<file path="src/rtl/audio_pkg.sv">
// audio_pkg -- shared types and helpers for the audio DAC transmit path.
//
// Contents:
//   SAMPLE_W     width of one PCM sample (16)
//   sample_t     signed 16-bit PCM sample
//   slot_e       channel slot within a frame (LEFT, RIGHT)
//   lrck_level() AUD_DACLRCK level that marks a given slot
//
// Build option: I2S_DELAY_EN selects I2S framing (LRCK low for left,
// data one bit late); undefined gives left-justified framing.
package audio_pkg;

  localparam int SAMPLE_W = 16;

  typedef logic signed [SAMPLE_W-1:0] sample_t;

  typedef enum logic {
    LEFT  = 1'b0,
    RIGHT = 1'b1
  } slot_e;

  // Word-select polarity is the one thing that flips between the two
  // framing formats, so it lives here rather than in the serializer.
  function automatic logic lrck_level(input slot_e slot);
`ifdef I2S_DELAY_EN
    return (slot == RIGHT);
`else
    return (slot == LEFT);
`endif
  endfunction

endpackage

</file>
<file path="src/rtl/bclk_gen.sv">
// bclk_gen -- bit-clock divider for the audio DAC serializer.
//
// AUD_BCLK toggles every BCLK_HALF cycles of CLOCK_50. The strobes are
// asserted during the CLOCK_50 cycle whose closing edge performs the
// transition, so logic clocked on that edge changes together with AUD_BCLK.
//
// Ports:
//   CLOCK_50   system clock, rising edge
//   reset_n    synchronous active-low reset
//   AUD_BCLK   bit clock (reset value 0)
//   bclk_fall  one-cycle strobe: AUD_BCLK goes 1->0 at the next edge
//   bclk_rise  one-cycle strobe: AUD_BCLK goes 0->1 at the next edge
module bclk_gen #(
  parameter int BCLK_HALF = 8
) (
  input  logic CLOCK_50,
  input  logic reset_n,
  output logic AUD_BCLK,
  output logic bclk_fall,
  output logic bclk_rise
);

  localparam int CNT_W = (BCLK_HALF > 1) ? $clog2(BCLK_HALF) : 1;
  localparam logic [CNT_W-1:0] CNT_LAST = CNT_W'(BCLK_HALF - 1);

  logic [CNT_W-1:0] cnt_reg;
  logic             bclk_reg;
  logic             half_done;

  assign half_done = (cnt_reg == CNT_LAST);
  assign bclk_fall = half_done && bclk_reg;
  assign bclk_rise = half_done && !bclk_reg;
  assign AUD_BCLK  = bclk_reg;

  always_ff @(posedge CLOCK_50) begin
    if (!reset_n) begin
      cnt_reg  <= '0;
      bclk_reg <= 1'b0;
    end else if (half_done) begin
      cnt_reg  <= '0;
      bclk_reg <= !bclk_reg;
    end else begin
      cnt_reg <= cnt_reg + CNT_W'(1);
    end
  end

endmodule

</file>
<file path="src/rtl/audio_dac_tx.sv">
// audio_dac_tx -- stereo PCM serializer for an audio codec DAC port.
//
// A one-deep holding register accepts a left/right sample pair with a
// valid/ready handshake. At the start of every frame the pair is copied
// into two shift registers and sent MSB first, left slot then right slot,
// each slot SLOT_BITS bit periods long (bits past the 16th are zero).
// If no new pair arrived, the previous pair is sent again and the sticky
// underrun flag is raised.
//
// Build option: I2S_DELAY_EN -> I2S framing (data one bit period after the
// LRCK edge, LRCK low for left, LRCK resets low). Undefined -> left-justified.
//
// Ports:
//   CLOCK_50       system clock, rising edge
//   reset_n        synchronous active-low reset
//   leftSampleIn   left sample (signed 16)
//   rightSampleIn  right sample (signed 16)
//   sampleValid    pair offered
//   sampleReady    holding register empty (registered)
//   AUD_BCLK       codec bit clock
//   AUD_DACLRCK    codec word select
//   AUD_DACDAT     serial data, changes on falling AUD_BCLK
//   frameStart     one-cycle pulse when a pair is loaded for shifting
//   underrun       sticky: a frame started with an empty holding register
module audio_dac_tx
  import audio_pkg::*;
#(
  parameter int BCLK_HALF = 8,
  parameter int SLOT_BITS = 32
) (
  input  logic    CLOCK_50,
  input  logic    reset_n,
  input  sample_t leftSampleIn,
  input  sample_t rightSampleIn,
  input  logic    sampleValid,
  output logic    sampleReady,
  output logic    AUD_BCLK,
  output logic    AUD_DACLRCK,
  output logic    AUD_DACDAT,
  output logic    frameStart,
  output logic    underrun
);

  localparam int BIT_W = $clog2(2 * SLOT_BITS);
  localparam logic [BIT_W-1:0] BIT_LAST = BIT_W'(2 * SLOT_BITS - 1);
  localparam logic [BIT_W-1:0] SLOT_LEN = BIT_W'(SLOT_BITS);

  logic bclk_fall;
  // Data only moves on falling edges, so the rise strobe has no user here.
  logic bclk_rise_unused;

  bclk_gen #(
    .BCLK_HALF(BCLK_HALF)
  ) u_bclk_gen (
    .CLOCK_50 (CLOCK_50),
    .reset_n  (reset_n),
    .AUD_BCLK (AUD_BCLK),
    .bclk_fall(bclk_fall),
    .bclk_rise(bclk_rise_unused)
  );

  logic [BIT_W-1:0]    bit_cnt_reg;
  logic                running_reg;   // cleared by reset: first fall is a frame start
  sample_t             hold_l_reg;
  sample_t             hold_r_reg;
  logic                full_reg;
  logic                ready_reg;
  logic [SAMPLE_W-1:0] sh_l_reg;
  logic [SAMPLE_W-1:0] sh_r_reg;
  logic                dat_reg;
  logic                lrck_reg;
  logic                fs_reg;
  logic                under_reg;
`ifdef I2S_DELAY_EN
  logic                dly_reg;       // one bit period of data delay
`endif

  logic             frame_wrap;
  logic [BIT_W-1:0] bit_cnt_next;
  slot_e            slot_next;
  logic             serial_bit;
  logic             accept;
  logic             full_next;

  always_comb begin
    frame_wrap   = bclk_fall && (!running_reg || (bit_cnt_reg == BIT_LAST));
    bit_cnt_next = frame_wrap ? '0 : bit_cnt_reg + BIT_W'(1);
    slot_next    = (bit_cnt_next < SLOT_LEN) ? LEFT : RIGHT;

    // On the wrap the shift register is being loaded this very edge, so the
    // MSB is taken straight from the holding register.
    if (frame_wrap) begin
      serial_bit = hold_l_reg[SAMPLE_W-1];
    end else if (slot_next == LEFT) begin
      serial_bit = sh_l_reg[SAMPLE_W-1];
    end else begin
      serial_bit = sh_r_reg[SAMPLE_W-1];
    end

    // Load empties the holding register before a same-cycle accept refills it.
    accept    = sampleValid && ready_reg;
    full_next = full_reg;
    if (frame_wrap) begin
      full_next = 1'b0;
    end
    if (accept) begin
      full_next = 1'b1;
    end
  end

  always_ff @(posedge CLOCK_50) begin
    if (!reset_n) begin
      bit_cnt_reg <= '0;
      running_reg <= 1'b0;
      hold_l_reg  <= '0;
      hold_r_reg  <= '0;
      full_reg    <= 1'b0;
      ready_reg   <= 1'b0;
      sh_l_reg    <= '0;
      sh_r_reg    <= '0;
      dat_reg     <= 1'b0;
      lrck_reg    <= lrck_level(LEFT);
      fs_reg      <= 1'b0;
      under_reg   <= 1'b0;
`ifdef I2S_DELAY_EN
      dly_reg     <= 1'b0;
`endif
    end else begin
      fs_reg    <= frame_wrap;
      full_reg  <= full_next;
      ready_reg <= !full_next;

      // The holding register is never cleared on load, so an underrun
      // frame naturally reloads the pair that was sent last.
      if (accept) begin
        hold_l_reg <= leftSampleIn;
        hold_r_reg <= rightSampleIn;
      end

      if (frame_wrap && !full_reg) begin
        under_reg <= 1'b1;
      end

      if (bclk_fall) begin
        bit_cnt_reg <= bit_cnt_next;
        running_reg <= 1'b1;
        lrck_reg    <= lrck_level(slot_next);

        // Zero fill on each shift supplies the padding bits after bit 0.
        if (frame_wrap) begin
          sh_l_reg <= {hold_l_reg[SAMPLE_W-2:0], 1'b0};
          sh_r_reg <= hold_r_reg;
        end else if (slot_next == LEFT) begin
          sh_l_reg <= {sh_l_reg[SAMPLE_W-2:0], 1'b0};
        end else begin
          sh_r_reg <= {sh_r_reg[SAMPLE_W-2:0], 1'b0};
        end

`ifdef I2S_DELAY_EN
        dly_reg <= serial_bit;
        dat_reg <= dly_reg;
`else
        dat_reg <= serial_bit;
`endif
      end
    end
  end

  assign sampleReady = ready_reg;
  assign AUD_DACLRCK = lrck_reg;
  assign AUD_DACDAT  = dat_reg;
  assign frameStart  = fs_reg;
  assign underrun    = under_reg;

endmodule

</file>
<file path="config.mk">
export PLATFORM = sky130hd
export DESIGN_NAME = audio_dac_tx
export DESIGN_NICKNAME = d
export VERILOG_FILES = /design/src/rtl/audio_pkg.sv /design/src/rtl/bclk_gen.sv /design/src/rtl/audio_dac_tx.sv
export SDC_FILE = /design/constraint.sdc
export NUM_CORES = 1
export LEC_CHECK = 0
export BUFFER_PORTS_ARGS = -buffer_cell sky130_fd_sc_hd__clkbuf_2
export CAP_MARGIN = 0
export CORE_MARGIN = 4
export CORE_UTILIZATION = 45
export DETAILED_ROUTE_END_ITERATION = 12
export GPL_TIMING_DRIVEN = 0
export HOLD_SLACK_MARGIN = 0.15
export PLACE_DENSITY_LB_ADDON = 0.1
export SYNTH_ARGS = -nofsm -noshare
export SYNTH_HDL_FRONTEND = slang
export SYNTH_HIERARCHICAL = 1
export SYNTH_SLANG_ARGS = --single-unit
</file>
<file path="constraint.sdc">
create_clock -name CLOCK_50 -period 2.1 [get_ports CLOCK_50]
set_input_delay 0.42 -clock CLOCK_50 [delete_from_list [all_inputs] [get_ports CLOCK_50]]
set_output_delay 0.42 -clock CLOCK_50 [all_outputs]
set_load 0.02 [all_outputs]
</file>
* Word-level counts from Yosys, hierarchy flattened *
Index checks and enable logic that the tools add are counted.

word-level totals
  word-level logic and storage cells = 43
  bits in registers = 81
  output and inout bits = 6

operators by class
  equal/unequal tests = 3
  muxes and demuxes = 9
  bitwise operators = 1
  $lt $le $gt $ge = 1
  add/sub/neg operators = 2
  reductions and logical operators = 13

operator list
  cell                                           count
  2-to-1 mux 16 bit                              4
  adder 6 x 1 -> 6 bit (second input constant)   1
  equality test 6 bit (second input constant)    1
  < comparator 6 bit (second input constant)     1
  2-to-1 mux 6 bit                               1
  logical AND 1 bit                              4
  zero test 1 bit                                4
  2-to-1 mux 1 bit                               4
  AND reduction 2 bit                            2
  adder 3 x 1 -> 3 bit (second input constant)   1
  equality test 3 bit (second input constant)    1
  inequality test 2 bit (second input constant)  1
  nonzero test 2 bit                             1
  OR reduction 2 bit                             1
  logical OR 1 bit                               1
  NOT 1 bit                                      1

* Longest topological paths before layout *
Gate-level depths: netlist of run 1.

  word-level depth = 7
  mapped depth = 9
  mapped depth without buffers = 7

* By module *
The synthesis of run 1 kept the hierarchy.

modules (own cells, without submodules)
  module        sequential area each (µm²)  cells each  instances  area an instance (µm²)
  audio_dac_tx  1521.5                      393         1          3220.6
  bclk_gen      80.1                        13          1          163.9

* Least setup slack after synthesis of run 1 *
Ideal clock, no wire load.

  path type = reg-to-reg
  from = register u_bclk_gen.cnt_reg[0]
  to = register sh_r_reg[10]
  library setup time = 0.088 ns
  clock period less this slack = 2.176 ns
  data arrival time = 2.088 ns
  setup slack = -0.076 ns
  path buffers = 1
  cell stages (with the launch flop) = 9
  cells stage by stage = dfxtp_1 > ha_1 > ha_1 > and2_1 > clkinv_1 > a21oi_1 > clkbuf_1 > a31oi_1 > a311oi_2

between the ends
  longest elaborated chain between the ends = 7

RTL lines
  element                          line                 text
  from (decl)                      bclk_gen.sv:26       logic [CNT_W-1:0] cnt_reg;
  from (signal assigned)           bclk_gen.sv:43       cnt_reg <= cnt_reg + CNT_W'(1);
  equality test 3 bit (*)          bclk_gen.sv:30       assign half_done = (cnt_reg == CNT_LAST);
  logical AND 1 bit (*)            bclk_gen.sv:31       assign bclk_fall = half_done && bclk_reg;
  named net bclk_fall              audio_dac_tx.sv:48   logic bclk_fall;
  logical AND 1 bit                audio_dac_tx.sv:86   frame_wrap = bclk_fall && (!running_reg || (bit_cnt_reg == BIT_LAST));
  2-to-1 mux 6 bit                 audio_dac_tx.sv:87   bit_cnt_next = frame_wrap ? '0 : bit_cnt_reg + BIT_W'(1);
  < comparator 6 bit               audio_dac_tx.sv:88   slot_next = (bit_cnt_next < SLOT_LEN) ? LEFT : RIGHT;
  inequality test 2 bit (no line)  --
  AND reduction 2 bit (no line)    --
  to (signal assigned)             audio_dac_tx.sv:152  sh_r_reg <= hold_r_reg;
  to (signal assigned)             audio_dac_tx.sv:156  sh_r_reg <= {sh_r_reg[SAMPLE_W-2:0], 1'b0};
  to (decl)                        audio_dac_tx.sv:69   logic [SAMPLE_W-1:0] sh_r_reg;

Mark *: on every way through the listed nets, which the timed path passes. The rest lies on a longest branch.
A chain may end at the register's enable or synchronous reset.

* Worst setup path after layout of run 1 *
  from = register bit_cnt_reg[0]
  to = register sh_r_reg[9]

between the ends
  longest elaborated chain between the ends = 7

RTL lines
  element                                                       line                 text
  from (decl)                                                   audio_dac_tx.sv:62   logic [BIT_W-1:0] bit_cnt_reg;
  from (signal assigned)                                        audio_dac_tx.sv:145  bit_cnt_reg <= bit_cnt_next;
  branches (longest 7 deep; another with adder 6 x 1 -> 6 bit)  --

Parallel ways; which one is timed is not known.

==> reports/results.ini, run 1 <==
[die]
core_um2=7292
die_area_um2=8973
io_pins=41
dieHeight_um=94.73
fp.dieW_um=94.73
initial_utilization_pct=46.41
rows=31

[setup_path]
crit_required_ps=2360
cp_cell_sequence=ha_2 > or4_1 > buf_2 > and3_1 > buf_6 > buf_6 > a311oi_2
cp_slowest_cell=or4_1
start_kind=flop
r2r_end=sh_r_reg[9]$_SDFFE_PN0P_
cp.arrival_ps=2280
crit_fanout=10
slowest_delay_ps=520
crit_family=simple AND/OR/NAND/NOR gates
worst-r2r-cell-count=7
cp-end-kind=flop
crit_path_start=bit_cnt_reg[0]$_SDFFE_PN0P_
reg2reg_slack_ps=80
r2r_start=bit_cnt_reg[0]$_SDFFE_PN0P_
critPathBufInv=3
critPathKind=reg -> reg
crit_top_cell=buf_6

[yosys]
synthTopCellsByCount=nand2_1 (103), dfxtp_1 (80), a21oi_1 (54)
synth_edf_count=0
synth.distinct_cells=41
syn_inst=406
synth_compound_area_share_pct=24.10
synth_top_family_by_area=compound AO/OA/AOI/OAI gates
synthMostInstantiatedCell=nand2_1
syn-num-nets=444
synthTopCellsByArea=dfxtp_1 (47%), nand2_1 (11%), a21oi_1 (8.0%)
yosysTopAreaCell=dfxtp_1
yosys.area_share.xor_xnor_pct=0.2588
synth_seq_cells=80
seq_area_frac_synth_pct=47.32
synth_simple_gate_area_share_pct=22.26
syn_area_um2=3384
synthArstFlopShare_pct=0
synthMuxAreaShare_pct=0
yosys_warnings=6
synth_fa_ha_area_share_pct=1.109
yosysTopAreaCellShare_pct=47.32
avgSynthCellArea_um2=8.336
synth_flop_cell=dfxtp_1

[sta]
drv_slew=0
relSlewSlack_pct=55.70
setup_ws_ps=80.07
finClkSkew_ps=9.106
timing.hold.ws_ps=281.1
timing.fmax_ghz=0.4951
fin_crit_sh_pct=96.19
finalHoldViolations=0
period_needed_ps=2020
tightest_slew_ps=664.5
grt_setup_unrepaired=yes
setup_viol=0

[placed_design]
dp.final_hpwl_um=5880
dpl_cell_area_um2=3712
io_buffers=40
dp_slack_ps=-498.6
place_congestion=0.7879

[layout]
layout-drive-gt1-share_pct=21.48
nNetsFinal=495
fillerInstances=723
n_antenna_cell=0
area_growth_pct=19.30
design_area_um2=4038

[detailed_routing]
drt_iter0_drc=147
wl_um=8462
vias=3050
wl_per_cell_um=15.11
postRouteAntennaNets=0
post-route-drc-count=0
drt_first_pass_iters=4
viasPerCell=5.446

[global_route]
grt_pass1_wl_um=13640
grt_max_degree=13
grt_pass1_vias=2771
grt-ovfl-total=0
antenna_found_initial=0
grt_usage_pct=19.54

[power_and_ir_drop]
peakVddDrop_uv=439.2
power.leakage_nw=1.352
fin_total_pwr_w=0.002991
p_per_area_nw_per_um2=740.7

[clock_network]
cts_tree=built
cts_sinks=80
numCtsBuffers=9
clkLatencyLatePin_ps=350
clk_pin_slew_ps=80
cts_max_level=3
cts_root_buffer=clkbuf_8
clock_path_buffers=2

[hold_path]
hp-start=rightSampleIn[8]
holdPathStages=3
hold_end=hold_r_reg[8]$_SDFFE_PN0P_
hold_path.class=in -> reg

[run]
maxCapViolations=0

[run_status]
outcome=finished, final reports clean

cell families (layout without fill, tap and decap cells):
kind of cell,after synthesis,in the layout
flip-flops,80,80
XOR/XNOR,1,1
adder cells (fa/ha/maj),3,3
buffers and inverters,40,95
AO/OA/AOI/OAI,115,115
AND/OR/NAND/NOR,167,167
worst register-to-register path, stage by stage, from the launching register on:
cell      delay [ps]
dfxtp_2          360
ha_2             240
or4_1            530
buf_2            180
and3_1           160
buf_6            130
buf_6            150
a311oi_2         200
per-stage QoR:
| step | instances | TNS (ps) | utilization, % |
|---|---|---|---|
| 2_1_floorplan | 406 | 0 | - |
| 3_3_place_gp | 545 | -11130 | 50.91 |
| 3_5_place_dp | 545 | -12950 | 50.91 |
| 4_1_cts | 561 | 0 | 54.96 |
| 5_1_grt | 560 | -0.3562 | 55.37 |
| 6_report | 560 | 0 | 55.37 |
area by class of cell:
| type | count | area (um2) | share of cell area (%) |
|---|---|---|---|
| clock buffer | 12 | 155.1 | 3.843 |
| clock inverter | 3 | 65.06 | 1.611 |
| buffer | 33 | 162.7 | 4.029 |
| multi-input combinational | 286 | 1684 | 41.71 |
| sequential | 80 | 1607 | 39.79 |
| inverter | 4 | 17.52 | 0.4338 |
| timing repair buffer | 43 | 222.7 | 5.516 |
| tap | 99 | 123.9 | 3.068 |
repair_timing:
| action | 4_1_cts | 5_1_grt |
|---|---|---|
| pin swaps | 0 | 0 |
| buffers inserted | 3 | 0 |
| hold buffers | 0 | 0 |
| cloned | 0 | 0 |
| setup endpoints to repair | 38 | 30 |
| gates resized for setup | 23 | 15 |
cell usage in the layout, fill, tap and decap left out, types with 2 or more instances in the layout:
cell	instances
a21oi_1	53
a311oi_1	19
a311oi_2	10
a31oi_1	15
and2_1	3
and3_1	5
and3b_1	2
buf_1	3
buf_2	4
buf_4	5
buf_6	2
bufinv_16	2
clkbuf_1	16
clkbuf_2	46
clkbuf_8	11
dfxtp_1	76
dfxtp_2	4
ha_2	2
inv_1	2
nand2_1	102
nand2b_1	2
nand3_1	31
nor2_1	6
nor2b_1	3
o21a_1	5
or3_1	2
report_power, final:
part | leakage (nW) | switching, W | internal (W)
logic | 0.589 | 0.0000890 | 0.0000571
registers | 0.650 | 0.0000214 | 0.00155
clock network | 0.112 | 0.000543 | 0.000727
routing by layer:
layer / wire [um] / track usage, % / share of wire, % / up-vias
met3: 441 / 3.108 / 5.2 / 10
li1: - / - / - / 1544
met2: 3569 / 28.24 / 42 / 92
met1: 4286 / 28.46 / 51 / 1404
met4: 165 / 8.654 / 1.9 / 0
met5: 0 / 0 / 0 / -
how the worst max path moves through the flow:
stage,endpoint,slack [ps],cells after the start
finish,sh_r_reg[9]$_SDFFE_PN0P_,80,7
global route,sh_r_reg[4]$_SDFFE_PN0P_,-0.4,7
CTS,sh_r_reg[13]$_SDFFE_PN0P_,5,7
detailed placement,sh_r_reg[9]$_SDFFE_PN0P_,-500,8
global placement,sh_r_reg[11]$_SDFFE_PN0P_,-420,8
floorplan,sh_r_reg[10]$_SDFFE_PN0P_,40,8
Power figures use the tool's default switching activity.
==> inputs of run 2 (changes only) <==
- CORE_UTILIZATION: 45 -> 52
==> run 2 against run 1 <==
  * Maximum frequency about the same
  * Clock skew up 1.1 ps
  * Sequential power about the same
  * Clock power down 15%
  * Via count down 1.3%
  * Core utilization up 7.4 points
  * Routed wire length down 3.2%
  * Sequential share of layout area up 0.54 points
  * Critical endpoint is now sh_r_reg[11]$_SDFFE_PN0P_
  * Largest power group unchanged
==> reports/results.ini, run 2 (same netlist as run 1, synthesis figures left out) <==
[power_and_ir_drop]
power.leakage_nw=1.333
p_per_area_nw_per_um2=703.6
fin_total_pwr_w=0.002803
peakVddDrop_uv=477.0

[global_route]
grt_usage_pct=22.27
grt_pass1_vias=2767
grt_max_degree=15
antenna_found_initial=0
grt-ovfl-total=0
grt_pass1_wl_um=13600

[sta]
setup_viol=0
finClkSkew_ps=10.20
drv_slew=0
tightest_slew_ps=677.1
finalHoldViolations=0
timing.fmax_ghz=0.4948
fin_crit_sh_pct=96.25
grt_setup_unrepaired=no
relSlewSlack_pct=54.86
timing.hold.ws_ps=282.0
period_needed_ps=2021

[layout]
layout-drive-gt1-share_pct=21.43
register_area_um2=1607
design_area_um2=3984
nNetsFinal=495
n_antenna_cell=0
final_util_pct=62.74
mostFrequentLayoutCells=nand2_1 (103), dfxtp_1 (76), a21oi_1 (53)
multi_input_area_um2=1683
instances_no_fill=539
fillerInstances=608
area_growth_pct=17.71
final_common_cell=nand2_1

[clock_network]
clock_path_buffers=2
numCtsBuffers=9
cts_tree=built
cts_sinks=80
cts_hold_buf=0
cts_root_buffer=clkbuf_8
clkLatencyLatePin_ps=350
cts_max_level=3
clk_pin_slew_ps=90

[setup_path]
crit_top_cell=buf_6
cp-end-kind=flop
slowest_delay_ps=530
crit_fanout=10
crit_family=simple AND/OR/NAND/NOR gates
critPathBufInv=3
crit_required_ps=2350
critPathKind=reg -> reg
cp_slowest_cell=or4_1
start_kind=flop
cp_cell_sequence=nand3_4 > or4_1 > buf_2 > and3_1 > buf_6 > buf_6 > a311oi_2
cp.arrival_ps=2270

[die]
rows=29
die_area_um2=7863
dieHeight_um=88.68
fp.dieW_um=88.68
core_um2=6350
io_pins=41
initial_utilization_pct=53.30

[detailed_routing]
post-route-drc-count=0
postRouteAntennaNets=0
viasPerCell=5.583
drt_iter0_drc=190
vias=3009
drt_first_pass_iters=4
wl_um=8193
wl_per_cell_um=15.20

[run]
maxCapViolations=0

[run_status]
outcome=finished, final reports clean

[placed_design]
place_congestion=0.8491
dpl_cell_area_um2=3685
place_inst=523
io_buffers=40
dp.final_hpwl_um=5695

[hold_path]
hold_path.class=in -> reg

-- run 2: cell count changes in the layout (fill, tap and decap cells not counted), sizes merged --
cell,previous run,this run
bufinv,2,0
clkinvlp,0,1
clkinv,2,4
inv,3,4
buf,14,11
clkbuf,74,76
-- run 2: routing by layer --
metal	share of wire [%]	global-route usage (%)	vias up	routed length, um
met4	1.2	8.791	0	100
met2	43	31.58	72	3539
met5	0	0	-	0
met1	50	33.66	1371	4131
li1	-	-	1558	-
met3	5.2	3.259	8	422
-- run 2: tightest hold or removal path: stages --
cell      delay, ps
clkbuf_2         80
nand2_1          40
a21oi_1          50
-- run 2: stage by stage --
step           TNS (ps)  setup slack (ps)
2_1_floorplan         0             35.69
3_3_place_gp     -10490            -405.4
5_1_grt               0             1.134
6_report              0             78.79
4_1_cts               0             5.611
3_5_place_dp     -11500            -436.0
-- run 2: worst paths after layout --
kind	start	endpoint	slack (ps)	cells after the start
worst max-delay path	bit_cnt_reg[4]$_SDFFE_PN0P_	sh_r_reg[11]$_SDFFE_PN0P_	80	7
worst min-delay path	leftSampleIn[9]	hold_l_reg[9]$_SDFFE_PN0P_	280	3
worst max register to register	bit_cnt_reg[4]$_SDFFE_PN0P_	sh_r_reg[11]$_SDFFE_PN0P_	80	7
worst min register to register	u_bclk_gen/cnt_reg[0]$_SDFF_PP0_	u_bclk_gen/cnt_reg[0]$_SDFF_PP0_	430	1
-- run 2: layout make-up --
| cell class | instances | share of cell area, % |
|---|---|---|
| plain buffers | 34 | 4.397 |
| repair buffers | 42 | 5.402 |
| clock buffers | 11 | 3.800 |
| multi-input cells | 286 | 42.24 |
| clock inverters | 5 | 0.9736 |
| well taps | 77 | 2.418 |
| flip-flops and latches | 80 | 40.33 |
| inverters | 4 | 0.4397 |
-- run 2: power by group --
part	internal, W	switching [W]
registers	0.00155	0.0000215
logic	0.0000569	0.0000888
clock network	0.000501	0.000582
total	0.00211	0.000692
-- run 2: repair_timing --
item	CTS	global route
buffers inserted	2	0
endpoints found under the setup margin	38	30
gates resized for setup	24	16
==> inputs of run 3 (changes only) <==
- SETUP_SLACK_MARGIN: default -> 0.15
==> run 3 against run 2 <==
  * Via count is 7.7% higher
  * Clock power grew 9%
  * Combinational power up 3%
  * Worst setup slack gained 73 ps
  * Critical path depth up 1
  * Flip-flop and latch count unchanged
  * Final cell count grew 3.9%
  * Register-to-register slack better by 70 ps
  * Worst hold slack got worse by 5.3 ps
  * First-iteration DRC count increased by 13%
  * Critical endpoint is now sh_r_reg[13]$_SDFFE_PN0P_
  * Largest power group unchanged
==> reports/results.ini, run 3 (same netlist as run 1, synthesis figures left out) <==
[run_status]
outcome=finished, final reports clean

[layout]
fillerInstances=534
area_growth_pct=29.21
nNetsFinal=516
layout-drive-gt1-share_pct=28.36
n_antenna_cell=0
final_common_cell=nand2_1
mostFrequentLayoutCells=nand2_1 (101), dfxtp_1 (74), a21oi_1 (52)

[sta]
tightest_slew_ps=693.9
setup_viol=0
finalSetupTns_ps=0
finalHoldViolations=0
drv_slew=0
timing.fmax_ghz=0.5134
timing.hold.ws_ps=276.7
fin_crit_sh_pct=92.76
grt_setup_unrepaired=yes
relSlewSlack_pct=53.74
period_needed_ps=1948
finClkSkew_ps=10.92

[die]
io_pins=41
rows=29
die_area_um2=7863
fp.dieW_um=88.68
core_um2=6350
initial_utilization_pct=53.30
dieHeight_um=88.68

[clock_network]
cts_sinks=80
clk_pin_slew_ps=90
clkLatencyLatePin_ps=350
numCtsBuffers=9
clock_path_buffers=2
cts_max_level=3
cts_tree=built
cts_root_buffer=clkbuf_8

[run]
maxCapViolations=0

[detailed_routing]
post-route-drc-count=0
drt_first_pass_iters=4
vias=3241
postRouteAntennaNets=0
wl_um=9001
drt_iter0_drc=215
wl_per_cell_um=16.07
viasPerCell=5.788

[setup_path]
critPathKind=reg -> reg
start_kind=flop
cp-end-kind=flop
crit_top_cell=buf_6
crit_required_ps=2360
slowest_delay_ps=540
cp_slowest_cell=or4_4
cp_cell_sequence=buf_6 > nand2_2 > or4_4 > buf_6 > and3_4 > buf_6 > buf_12 > a311oi_2
crit_fanout=8
cp.arrival_ps=2210

[power_and_ir_drop]
power.leakage_nw=1.495
peakVddDrop_uv=437.2
p_per_area_nw_per_um2=662.1

[global_route]
antenna_found_initial=0
busiest_layer=met2
grt_pass1_wl_um=13720
grt-ovfl-total=0
grt_usage_pct=22.37
grt_max_degree=16
use_met2_pct=34.01
grt_pass1_vias=2895
met1_usage_pct=31.46
grt_use_met3_pct=4.097

[placed_design]
dp.final_hpwl_um=5655
io_buffers=40
place_congestion=0.7811

[hold_path]
hold_path.class=in -> reg

## run 3: final cells by class
type	count	area (um2)	share of cell area, %
plain buffers	36	252.7	5.780
clock buffers	9	123.9	2.833
clock inverters	7	76.32	1.745
inverters	4	22.52	0.5150
multi-input cells	286	1764	40.34
flip-flops and latches	80	1619	37.02
well taps	77	96.34	2.203
repair buffers	61	417.9	9.557
## run 3: through the flow
stage | setup slack [ps] | util (%) | instances | power (W) | cell area (um2)
after floorplan | 152.2 | - | 406 | 0.001689 | 3402
after global placement | -301.1 | 58.25 | 523 | 0.001751 | 3699
after detailed placement | -337.4 | 58.25 | 523 | 0.001755 | 3699
after CTS | 149.8 | 63.61 | 544 | 0.002898 | 4039
after global routing | 93.14 | 68.87 | 560 | 0.002999 | 4373
final | 152.1 | 68.87 | 560 | 0.002895 | 4373
## run 3: what timing repair did
item                       in CTS  in global routing
setup buffers                   5                 14
hold buffers                    0                  0
pin swaps                       0                  3
cloned                          0                  2
setup endpoints to repair      40                 34
resized for setup              35                 53
## run 3: worst paths after layout
kind	start	endpoint	slack (ps)	cells after the start
max reg2reg	bit_cnt_reg[5]$_SDFFE_PN0P_	sh_r_reg[13]$_SDFFE_PN0P_	150	8
max	bit_cnt_reg[5]$_SDFFE_PN0P_	sh_r_reg[13]$_SDFFE_PN0P_	150	8
min	rightSampleIn[8]	hold_r_reg[8]$_SDFFE_PN0P_	280	3
min reg2reg	u_bclk_gen/cnt_reg[0]$_SDFF_PP0_	u_bclk_gen/cnt_reg[0]$_SDFF_PP0_	440	1
## run 3: worst max-delay path: cells and delay by family (launching register included)
family | cells | cell delay [ps]
and+or+nand+nor | 3 | 750
buffers and inverters | 4 | 530
DFF | 1 | 330
AOI/OAI and AO/OA | 1 | 250
## run 3: where the power goes
group / total (W) / leakage (nW) / internal [W] / switching [W]
logic: 0.000150 / 0.746 / 0.0000585 / 0.0000916
registers: 0.00157 / 0.653 / 0.00155 / 0.0000219
clock network: 0.00118 / 0.0966 / 0.000560 / 0.000615
total: 0.00290 / 1.50 / 0.00217 / 0.000728
## run 3: layer usage
layer,vias up,part of all wire [%]
met5,-,0
met2,98,47
met4,0,1.5
met3,16,5.2
met1,1526,47
li1,1601,-
